**src/rtl/dds_sweep_pkg.sv**
```systemverilog
// Shared constants and types for the DDS frequency-sweep controller.
package dds_sweep_pkg;

  localparam int unsigned DefaultFreqW  = 32;
  localparam int unsigned DefaultPhaseW = 32;
  localparam int unsigned DefaultDwellW = 16;

  // Sweep modes; 2'b11 is reserved and behaves as a single ramp.
  localparam logic [1:0] MODE_SINGLE = 2'b00;
  localparam logic [1:0] MODE_SAW    = 2'b01;
  localparam logic [1:0] MODE_TRI    = 2'b10;

  typedef enum logic [1:0] {
    StIdle,
    StIssue,
    StDwell,
    StFinish
  } sweep_state_e;

  typedef enum logic {
    DirUp,
    DirDown
  } sweep_dir_e;

endpackage

```
**src/rtl/dds_sweep_next.sv**
```systemverilog
// Next frequency word: one step up or down, clamped to the sweep endpoints.
module dds_sweep_next
  import dds_sweep_pkg::*;
#(
  parameter int unsigned FREQ_W = DefaultFreqW
) (
  input  logic [FREQ_W-1:0] cur_i,
  input  logic [FREQ_W-1:0] step_i,
  input  logic [FREQ_W-1:0] f_start_i,
  input  logic [FREQ_W-1:0] f_stop_i,
  input  sweep_dir_e        dir_i,
  output logic [FREQ_W-1:0] next_o,
  output logic              hit_stop_o,
  output logic              hit_start_o
);

  logic [FREQ_W:0] sum;
  logic [FREQ_W:0] diff;

  // One extra bit catches carry/borrow so the word never wraps past an endpoint.
  always_comb begin
    sum         = {1'b0, cur_i} + {1'b0, step_i};
    diff        = {1'b0, cur_i} - {1'b0, step_i};
    next_o      = '0;
    hit_stop_o  = 1'b0;
    hit_start_o = 1'b0;
    if (dir_i == DirUp) begin
      if (sum[FREQ_W] || (sum[FREQ_W-1:0] >= f_stop_i)) begin
        next_o     = f_stop_i;
        hit_stop_o = 1'b1;
      end else begin
        next_o = sum[FREQ_W-1:0];
      end
    end else begin
      if (diff[FREQ_W] || (diff[FREQ_W-1:0] <= f_start_i)) begin
        next_o      = f_start_i;
        hit_start_o = 1'b1;
      end else begin
        next_o = diff[FREQ_W-1:0];
      end
    end
  end

endmodule

```
**src/rtl/dds_sweep_ctrl.sv**
```systemverilog
// Frequency-sweep initiator driving the cordic_dds configuration port.
module dds_sweep_ctrl
  import dds_sweep_pkg::*;
#(
  parameter int unsigned FREQ_W  = DefaultFreqW,
  parameter int unsigned PHASE_W = DefaultPhaseW,
  parameter int unsigned DWELL_W = DefaultDwellW
) (
  input  logic               clk,
  input  logic               rst,
  input  logic               start_i,
  input  logic               abort_i,
  input  logic [1:0]         mode_i,
  input  logic [FREQ_W-1:0]  f_start_i,
  input  logic [FREQ_W-1:0]  f_stop_i,
  input  logic [FREQ_W-1:0]  f_step_i,
  input  logic [DWELL_W-1:0] dwell_i,
  input  logic [PHASE_W-1:0] phase_i,
  output logic               cfg_vld_o,
  output logic [FREQ_W-1:0]  cfg_freq_word_o,
  output logic [PHASE_W-1:0] cfg_phase_word_o,
  output logic               busy_o,
  output logic               done_o,
  output logic [15:0]        step_cnt_o
);

  sweep_state_e       state_q;
  logic [1:0]         mode_q;
  logic [FREQ_W-1:0]  f_start_q, f_stop_q, f_step_q;
  logic [DWELL_W-1:0] dwell_m1_q, cnt_q;
  logic [PHASE_W-1:0] phase_q;
  sweep_dir_e         dir_q;
  logic               at_stop_q, at_start_q;

  logic               cfg_vld_q, busy_q, done_q;
  logic [FREQ_W-1:0]  cfg_freq_q;
  logic [PHASE_W-1:0] cfg_phase_q;
  logic [15:0]        step_cnt_q;

  logic               degenerate, continuous;
  logic [DWELL_W-1:0] dwell_m1_in;
  sweep_dir_e         step_dir;
  logic [FREQ_W-1:0]  nxt_word;
  logic               nxt_hit_stop, nxt_hit_start;
  logic               finish;
  logic [FREQ_W-1:0]  issue_word;
  logic               issue_stop, issue_start;

  assign degenerate  = (f_step_q == '0) || (f_start_q >= f_stop_q);
  assign continuous  = (mode_q == MODE_SAW) || (mode_q == MODE_TRI);
  assign dwell_m1_in = (dwell_i == '0) ? '0 : dwell_i - DWELL_W'(1);

  // Triangle turns around right after emitting either endpoint; other modes only climb.
  always_comb begin
    step_dir = DirUp;
    if (mode_q == MODE_TRI) begin
      if (at_stop_q) begin
        step_dir = DirDown;
      end else if (at_start_q) begin
        step_dir = DirUp;
      end else begin
        step_dir = dir_q;
      end
    end
  end

  dds_sweep_next #(
    .FREQ_W (FREQ_W)
  ) u_next (
    .cur_i       (cfg_freq_q),
    .step_i      (f_step_q),
    .f_start_i   (f_start_q),
    .f_stop_i    (f_stop_q),
    .dir_i       (step_dir),
    .next_o      (nxt_word),
    .hit_stop_o  (nxt_hit_stop),
    .hit_start_o (nxt_hit_start)
  );

  // End-of-dwell decision: finish the sweep or pick the word for the next pulse.
  always_comb begin
    finish      = 1'b0;
    issue_word  = nxt_word;
    issue_stop  = nxt_hit_stop;
    issue_start = nxt_hit_start;
    if (degenerate) begin
      finish      = !continuous;
      issue_word  = f_start_q;
      issue_stop  = 1'b0;
      issue_start = 1'b1;
    end else if (at_stop_q && !continuous) begin
      finish = 1'b1;
    end else if (at_stop_q && (mode_q == MODE_SAW)) begin
      issue_word  = f_start_q;
      issue_stop  = 1'b0;
      issue_start = 1'b1;
    end
  end

  // Sweep FSM with registered outputs.
  always_ff @(posedge clk) begin
    if (rst) begin
      state_q     <= StIdle;
      mode_q      <= '0;
      f_start_q   <= '0;
      f_stop_q    <= '0;
      f_step_q    <= '0;
      dwell_m1_q  <= '0;
      cnt_q       <= '0;
      phase_q     <= '0;
      dir_q       <= DirUp;
      at_stop_q   <= 1'b0;
      at_start_q  <= 1'b0;
      cfg_vld_q   <= 1'b0;
      cfg_freq_q  <= '0;
      cfg_phase_q <= '0;
      busy_q      <= 1'b0;
      done_q      <= 1'b0;
      step_cnt_q  <= '0;
    end else begin
      cfg_vld_q <= 1'b0;
      done_q    <= 1'b0;
      case (state_q)
        StIdle: begin
          if (start_i && !abort_i) begin
            mode_q      <= mode_i;
            f_start_q   <= f_start_i;
            f_stop_q    <= f_stop_i;
            f_step_q    <= f_step_i;
            dwell_m1_q  <= dwell_m1_in;
            phase_q     <= phase_i;
            cnt_q       <= dwell_m1_in;
            dir_q       <= DirUp;
            at_stop_q   <= 1'b0;
            at_start_q  <= 1'b1;
            cfg_vld_q   <= 1'b1;
            cfg_freq_q  <= f_start_i;
            cfg_phase_q <= phase_i;
            busy_q      <= 1'b1;
            step_cnt_q  <= 16'd1;
            state_q     <= StIssue;
          end
        end
        StIssue, StDwell: begin
          if (abort_i) begin
            busy_q  <= 1'b0;
            state_q <= StIdle;
          end else if (cnt_q != '0) begin
            cnt_q   <= cnt_q - DWELL_W'(1);
            state_q <= StDwell;
          end else if (finish) begin
            busy_q  <= 1'b0;
            done_q  <= 1'b1;
            state_q <= StFinish;
          end else begin
            cfg_vld_q   <= 1'b1;
            cfg_freq_q  <= issue_word;
            cfg_phase_q <= phase_q;
            at_stop_q   <= issue_stop;
            at_start_q  <= issue_start;
            dir_q       <= step_dir;
            cnt_q       <= dwell_m1_q;
            if (step_cnt_q != 16'hFFFF) begin
              step_cnt_q <= step_cnt_q + 16'd1;
            end
            state_q <= StIssue;
          end
        end
        StFinish: state_q <= StIdle;
        default:  state_q <= StIdle;
      endcase
    end
  end

  assign cfg_vld_o        = cfg_vld_q;
  assign cfg_freq_word_o  = cfg_freq_q;
  assign cfg_phase_word_o = cfg_phase_q;
  assign busy_o           = busy_q;
  assign done_o           = done_q;
  assign step_cnt_o       = step_cnt_q;

endmodule

```
**config.mk**
```make
export PLATFORM = sky130hd
export DESIGN_NAME = dds_sweep_ctrl
export DESIGN_NICKNAME = d
export VERILOG_FILES = /design/src/rtl/dds_sweep_pkg.sv /design/src/rtl/dds_sweep_next.sv /design/src/rtl/dds_sweep_ctrl.sv
export SDC_FILE = /design/constraint.sdc
export NUM_CORES = 1
export LEC_CHECK = 0
export BUFFER_PORTS_ARGS = -buffer_cell sky130_fd_sc_hd__buf_2
export CAP_MARGIN = 20
export CORE_UTILIZATION = 64
export DETAILED_ROUTE_END_ITERATION = 16
export PLACE_DENSITY = 0.88
export SYNTH_ARGS = -nofsm -noshare
export SYNTH_HDL_FRONTEND = slang
export SYNTH_HIERARCHICAL = 1
export SYNTH_SLANG_ARGS = --single-unit
```
**constraint.sdc**
```tcl
create_clock -name clk -period 9.3 [get_ports clk]
set_input_delay 1.86 -clock clk [delete_from_list [all_inputs] [get_ports clk]]
set_output_delay 1.86 -clock clk [all_outputs]
set_load 0.01 [all_outputs]
```
Word-level counts from Yosys, hierarchy flattened
Index checks and enable logic that the tools add are counted.
Storage, ports and cells
  register bits: 250
  input bits: 150
  output and inout bits: 83
  logic and storage cells: 133
Operators by class
  $add $sub $neg: 5
  $lt $le $gt $ge: 3
  eq/ne operators: 14
  muxes and demuxes: 72
  bitwise gates (word level): 1
  reductions and logical operators: 21
Operators with widths (number)
  two-way mux 32 bit: 14
  two-way mux 16 bit: 10
  one-hot mux 32 bit (2 select lines): 2
  greater-or-equal comparator 32 bit: 2
  one-hot mux 16 bit (2 select lines): 2
  two-way mux 1 bit: 34
  adder 32 x 32 -> 33 bit: 1
  subtractor 32 x 32 -> 33 bit: 1
  <= comparator 32 bit: 1
  zero test 32 bit: 1
  subtractor 16 x 1 -> 16 bit (second input constant): 2
  adder 16 x 1 -> 16 bit (second input constant): 1
  zero test 16 bit: 1
  inequality test 16 bit (second input constant): 1
  nonzero test 16 bit: 1
  inequality test 2 bit (second input constant): 5
  one-hot mux 1 bit (2 select lines): 5
  inequality test 3 bit (second input constant): 3
  two-way mux 2 bit: 4
  AND reduction 4 bit: 2
  == test 2 bit (second input constant): 3
  one-hot mux 2 bit (3 select lines): 1
  AND reduction 6 bit: 1
  AND reduction 5 bit: 1
  other kinds (10): 17

Logic depth before layout (Yosys ltp)
  word-level depth: 12
  depth in mapped cells: 26
  depth with buffers taken out: 24

Modules after synthesis
The synthesis kept the hierarchy.
By module, submodules not included
  dds_sweep_ctrl: times used 1, cells an instance 1465, area each 11863.9 µm², seq. area each 5004.8 µm²
  dds_sweep_next: times used 1, cells an instance 870, area each 6236.0 µm², seq. area each 0.0 µm²

Worst setup path after synthesis
Ideal clock, no wire load.
  path type: register to register
  start point: register f_step_q[1]
  end point: register cfg_freq_q[21], in the netlist cfg_freq_word_o[21]
  setup time: 0.070 ns
  arrival: 4.992 ns
  required time: 9.230 ns
  setup slack: 4.238 ns
  stages on the path, launching flop included: 24
  path buffers: 1
  clock period less this slack: 5.062 ns
  cell sequence: dfxtp_1 -> inv_1 -> ha_1 -> nor2b_1 -> o311a_1 -> o41a_1 -> a211oi_1 -> o21bai_1 -> a211oi_1 -> xnor2_1 -> ha_1 -> a21o_1 -> a21o_1 -> a221oi_1 -> nor2_1 -> nor4b_1 -> o41ai_1 -> nor2_1 -> clkbuf_1 -> nand2_1 -> a32oi_1 -> mux2i_1 -> a211o_1 -> a21oi_1
On the way
  cells in the longest elaborated chain, start to end: 12
  elaborated cells on any way between the ends: 21
  classes of those cells: add/sub (2); order compare (2); eq/ne (1); mux (11); reduce/logical (5)
RTL lines
  start: declaration: RTL line dds_sweep_ctrl.sv:29  | logic [FREQ_W-1:0] f_start_q, f_stop_q, f_step_q;
  start signal: assignment: RTL line dds_sweep_ctrl.sv:129  | f_step_q <= f_step_i;
  adder 32 x 32 -> 33 bit / subtractor 32 x 32 -> 33 bit (equally long branches): RTL line dds_sweep_next.sv:22, dds_sweep_next.sv:23
  greater-or-equal comparator 32 bit / <= comparator 32 bit (equally long branches): RTL line dds_sweep_next.sv:28, dds_sweep_next.sv:35
  logical OR 1 bit (on tied branches): RTL line dds_sweep_next.sv:28, dds_sweep_next.sv:35
  two-way mux 32 bit (on tied branches): RTL line dds_sweep_next.sv:28, dds_sweep_next.sv:35
  two-way mux 32 bit *: RTL line dds_sweep_next.sv:27  | if (dir_i == DirUp) begin
  via nxt_word[21]: RTL line dds_sweep_ctrl.sv:43  | logic [FREQ_W-1:0] nxt_word;
  two-way mux 32 bit: RTL line dds_sweep_ctrl.sv:93  | end else if (at_stop_q && (mode_q == MODE_SAW)) begin
  two-way mux 32 bit *: RTL line dds_sweep_ctrl.sv:91  | end else if (at_stop_q && !continuous) begin
  two-way mux 32 bit *: RTL line dds_sweep_ctrl.sv:86  | if (degenerate) begin
  two-way mux 32 bit *: RTL line dds_sweep_ctrl.sv:151  | end else if (finish) begin
  two-way mux 32 bit *: RTL line dds_sweep_ctrl.sv:148  | end else if (cnt_q != '0) begin
  two-way mux 32 bit *: RTL line dds_sweep_ctrl.sv:145  | if (abort_i) begin
  one-hot mux 32 bit (2 select lines) *: RTL line dds_sweep_ctrl.sv:123  | case (state_q)
  end signal: assignment: RTL line dds_sweep_ctrl.sv:137  | cfg_freq_q <= f_start_i;
  end signal: assignment: RTL line dds_sweep_ctrl.sv:157  | cfg_freq_q <= issue_word;
  end: declaration: RTL line dds_sweep_ctrl.sv:36  | logic [FREQ_W-1:0] cfg_freq_q;
The timed path passes the listed nets; every way through them passes the cells marked *. The select of a mux whose other input is x is not followed.
A chain may end at the register's enable or synchronous reset.

Final worst setup path
  start point: register f_step_q[1]
  end point: register cfg_freq_q[30], in the netlist cfg_freq_word_o[30]
The elaborated chain is that of the path after synthesis.

==> results.py <==
metrics = {
    "timing": {
        "max_freq_mhz": 146,
        "rsz0062_at_grt": "false",
        "skew_ns": 0.0186,
        "worst_slew_pin_slew_ns": 1.20,
        "setup_ws_ns": 2.45,
        "timing.hold.ws_ns": 0.456,
        "fin_crit_sh_pct": 73.6,
        "period_minus_slack_ns": 6.85,
        "max_slew_margin_pct": 19.9,
        "setup_viol": 0,
        "finalHoldViolations": 0,
        "finalMaxSlewViolations": 0,
        "setup-tns-final_ns": 0,
    },
    "detailed_routing": {
        "drt-total-wl_mm": 55.2,
        "avgRoutedWirePerCell_um": 19.1,
        "ant_nets": 0,
        "num_vias": 18000,
        "vias_per_cell": 6.23,
        "drt-pass1-iter-count": 6,
        "drc": 0,
        "first_iter_violations": 1554,
    },
    "logic_synthesis": {
        "syn-num-nets": 2655,
        "synth_commonest_cells": "nand2_1 (358), a21oi_1 (274), dfxtp_1 (250), inv_1 (186), nor2_1 (171)",
        "yosys_warnings": 6,
        "synth_area_um2": 18100,
        "yosysSeqAreaShare_pct": 27.7,
        "avgSynthCellArea_um2": 7.75,
        "yosysTopAreaCellShare_pct": 27.7,
        "synth-async-reset-ratio_pct": 0,
        "yosysMostFrequentCell": "nand2_1",
        "synth.area.top_cells": "dfxtp_1 (28%), ha_1 (12%), mux2i_1 (8.9%)",
        "synth_cells": 2335,
        "ys.flop_type": "dfxtp_1",
        "synth-edff-count": 0,
        "synth_area_leader_cell": "dfxtp_1",
        "synthDistinctLibCells": 78,
        "ys_ff_latch": 250,
    },
    "place": {
        "port-buffer-count": 232,
        "place_congestion": 1.02,
        "post-place-ws_ns": 2.79,
        "place_area_um2": 19300,
        "dp_hpwl_mm": 39.5,
        "dp.cells": 2822,
    },
    "setup_path": {
        "cp-start-kind": "flip-flop",
        "critPathArrivalTime_ns": 7.34,
        "crit_path_max_fanout": 31,
        "worstSetupPathType": "flip-flop to flip-flop",
        "required_ns": 9.80,
        "end_kind": "flip-flop",
    },
    "power_and_ir_drop": {
        "sw_frac_of_total_pct": 46.4,
        "p_switching_mw": 3.01,
        "p_int_mw": 3.49,
        "clkPwrFrac_pct": 17.7,
        "vdd_drop_max_uv": 270,
        "p_leak_nw": 8.64,
        "p_comb_share_pct": 60.8,
        "power_mw": 6.50,
        "power.density_nw_per_um2": 321,
        "pwr-share-seq_pct": 21.5,
    },
    "floorplanning": {
        "core_um2": 27800,
        "start_util_pct": 65.2,
        "die_x_um": 170,
        "rows": 61,
        "die_area_um2": 29000,
        "io_pins": 233,
        "die_h_um": 170,
    },
    "global_route": {
        "grt_antenna_before_repair": 6,
        "grt_first_pass_wirelength_mm": 86.1,
        "grt_use_total_pct": 36.9,
        "overflow": 0,
        "grt_max_degree": 96,
        "grt_pass1_vias": 17000,
    },
    "layout": {
        "drive_above_1_share_pct": 14.1,
        "post-route-util_pct": 73.0,
        "fin_area_um2": 20300,
        "fin_nets": 2795,
        "synthToLayoutAreaGrowth_pct": 12.0,
        "final_cells": 2881,
    },
    "outcome": {
        "status": "finished, final reports clean",
    },
    "cts": {
        "cts_max_path_buffers": 3,
        "root_buffer": "clkbuf_16",
        "postCtsResizedCells": 0,
        "clk_pin_slew_worst_paths_ns": 0.06,
        "cts_tree": "yes",
        "clk_latency_ns": 0.58,
        "cts_hold_buf": 0,
        "cts-buffers-inserted": 28,
        "cts_setup_buffers": 0,
        "clock_sinks": 250,
        "cts-htree-levels": 1,
    },
    "min_path": {
        "hold_path_class": "flip-flop to flip-flop",
    },
    "flow_run": {
        "cap_violations": 0,
    },
}
==> per-layer routing <==
metal  vias to the layer above  global-route usage, %  part of all wire [%]
li1                       8481                      -                     -
met1                      8566                   44.8                    40
met2                       762                   64.2                    48
met3                       152                   7.00                   8.2
met4                         2                   14.1                   3.9
met5                         -                      0                 0.015
==> registers in the layout, indices dropped and copies added (netlist names), 2 cells and up <==
name / count
f_start_q: 32
cnt_q: 16
state_q: 2
dwell_m1_q: 16
f_stop_q: 32
f_step_q: 32
phase_q: 32
step_cnt_o: 16
cfg_phase_word_o: 32
cfg_freq_word_o: 32
mode_q: 2
==> power groups by stage <==
stage / combinational, mW / clock [mW] / sequential (mW)
2_1_floorplan: 2.89 / 0 / 1.41
3_3_place_gp: 3.71 / 0 / 1.40
3_5_place_dp: 3.80 / 0 / 1.41
4_1_cts: 3.84 / 1.16 / 1.39
5_1_grt: 4.24 / 1.19 / 1.41
6_report: 3.95 / 1.15 / 1.40
==> layout by cell type (no fill, tap or decap), types with 10 or more instances in the layout <==
cell | synthesis | routed
xnor2_1 | 54 | 54
nor4_1 | 19 | 19
xor2_1 | 18 | 18
or2_2 | 9 | 10
and3_1 | 12 | 11
ha_1 | 168 | 167
a21o_1 | 29 | 29
a31oi_1 | 13 | 13
buf_2 | 16 | 231
o31ai_1 | 27 | 27
buf_4 | 3 | 14
dfxtp_1 | 250 | 250
inv_1 | 186 | 186
a211o_1 | 34 | 34
nand2_1 | 358 | 358
a211oi_1 | 22 | 22
nand4_1 | 27 | 27
a211oi_2 | 32 | 32
o21ai_0 | 58 | 58
mux2i_1 | 161 | 161
nor2_1 | 171 | 167
clkbuf_16 | 0 | 28
o211ai_1 | 27 | 27
nor2b_1 | 22 | 22
nor3_1 | 45 | 44
nand3_1 | 25 | 25
nand2b_1 | 20 | 20
or3_1 | 10 | 10
a21oi_1 | 274 | 274
==> area by class of cell <==
cell class	count	area (um^2)
Clock inverter	9	130
Timing Repair Buffer	247	1290
Sequential cell	250	5000
Multi-Input combinational cell	1762	11800
Clock buffer	40	826
Inverter	186	698
Tap cell	378	473
Fill cell	2198	7500
Antenna cell	9	22.5
==> cells by family after synthesis <==
| family | Yosys count | share of synthesized area [%] |
|---|---|---|
| simple gates | 760 | 18.9 |
| fa+ha+maj | 170 | 11.8 |
| mux | 161 | 8.90 |
| flops | 250 | 27.7 |
| buf+inv | 323 | 7.29 |
| compound gates | 599 | 21.9 |
| xor+xnor | 72 | 3.48 |
==> worst max-delay path, stage by stage, from the launching register on <==
cell       delay (ns)
dfxtp_1          0.41
inv_1            0.10
ha_1             0.30
nor2b_1          0.15
o31a_1           0.29
o311ai_0         0.74
a21oi_1          0.20
o211ai_1         0.39
a211oi_1         0.18
or3_1            0.41
and2_1           0.17
ha_1             0.28
nand4_1          0.18
nor4_1           0.52
o41ai_1          0.16
a2bb2oi_1        0.23
and3_2           1.04
mux2i_1          0.26
mux2i_1          0.21
mux2i_1          0.12
a211o_1          0.32
a21oi_1          0.12
==> worst paths after layout <==
check / start / to / slack (ns) / depth (start not counted)
min reg2reg: phase_q[29]$_SDFFE_PP0P_ / phase_q[29]$_SDFFE_PP0P_ / 0.46 / 2
min: phase_q[29]$_SDFFE_PP0P_ / phase_q[29]$_SDFFE_PP0P_ / 0.46 / 2
max reg2reg: f_step_q[1]$_SDFFE_PP0P_ / cfg_freq_word_o[30]$_SDFFE_PP0P_ / 2.45 / 21
max: f_step_q[1]$_SDFFE_PP0P_ / cfg_freq_word_o[30]$_SDFFE_PP0P_ / 2.45 / 21
Power figures use the tool's default switching activity.
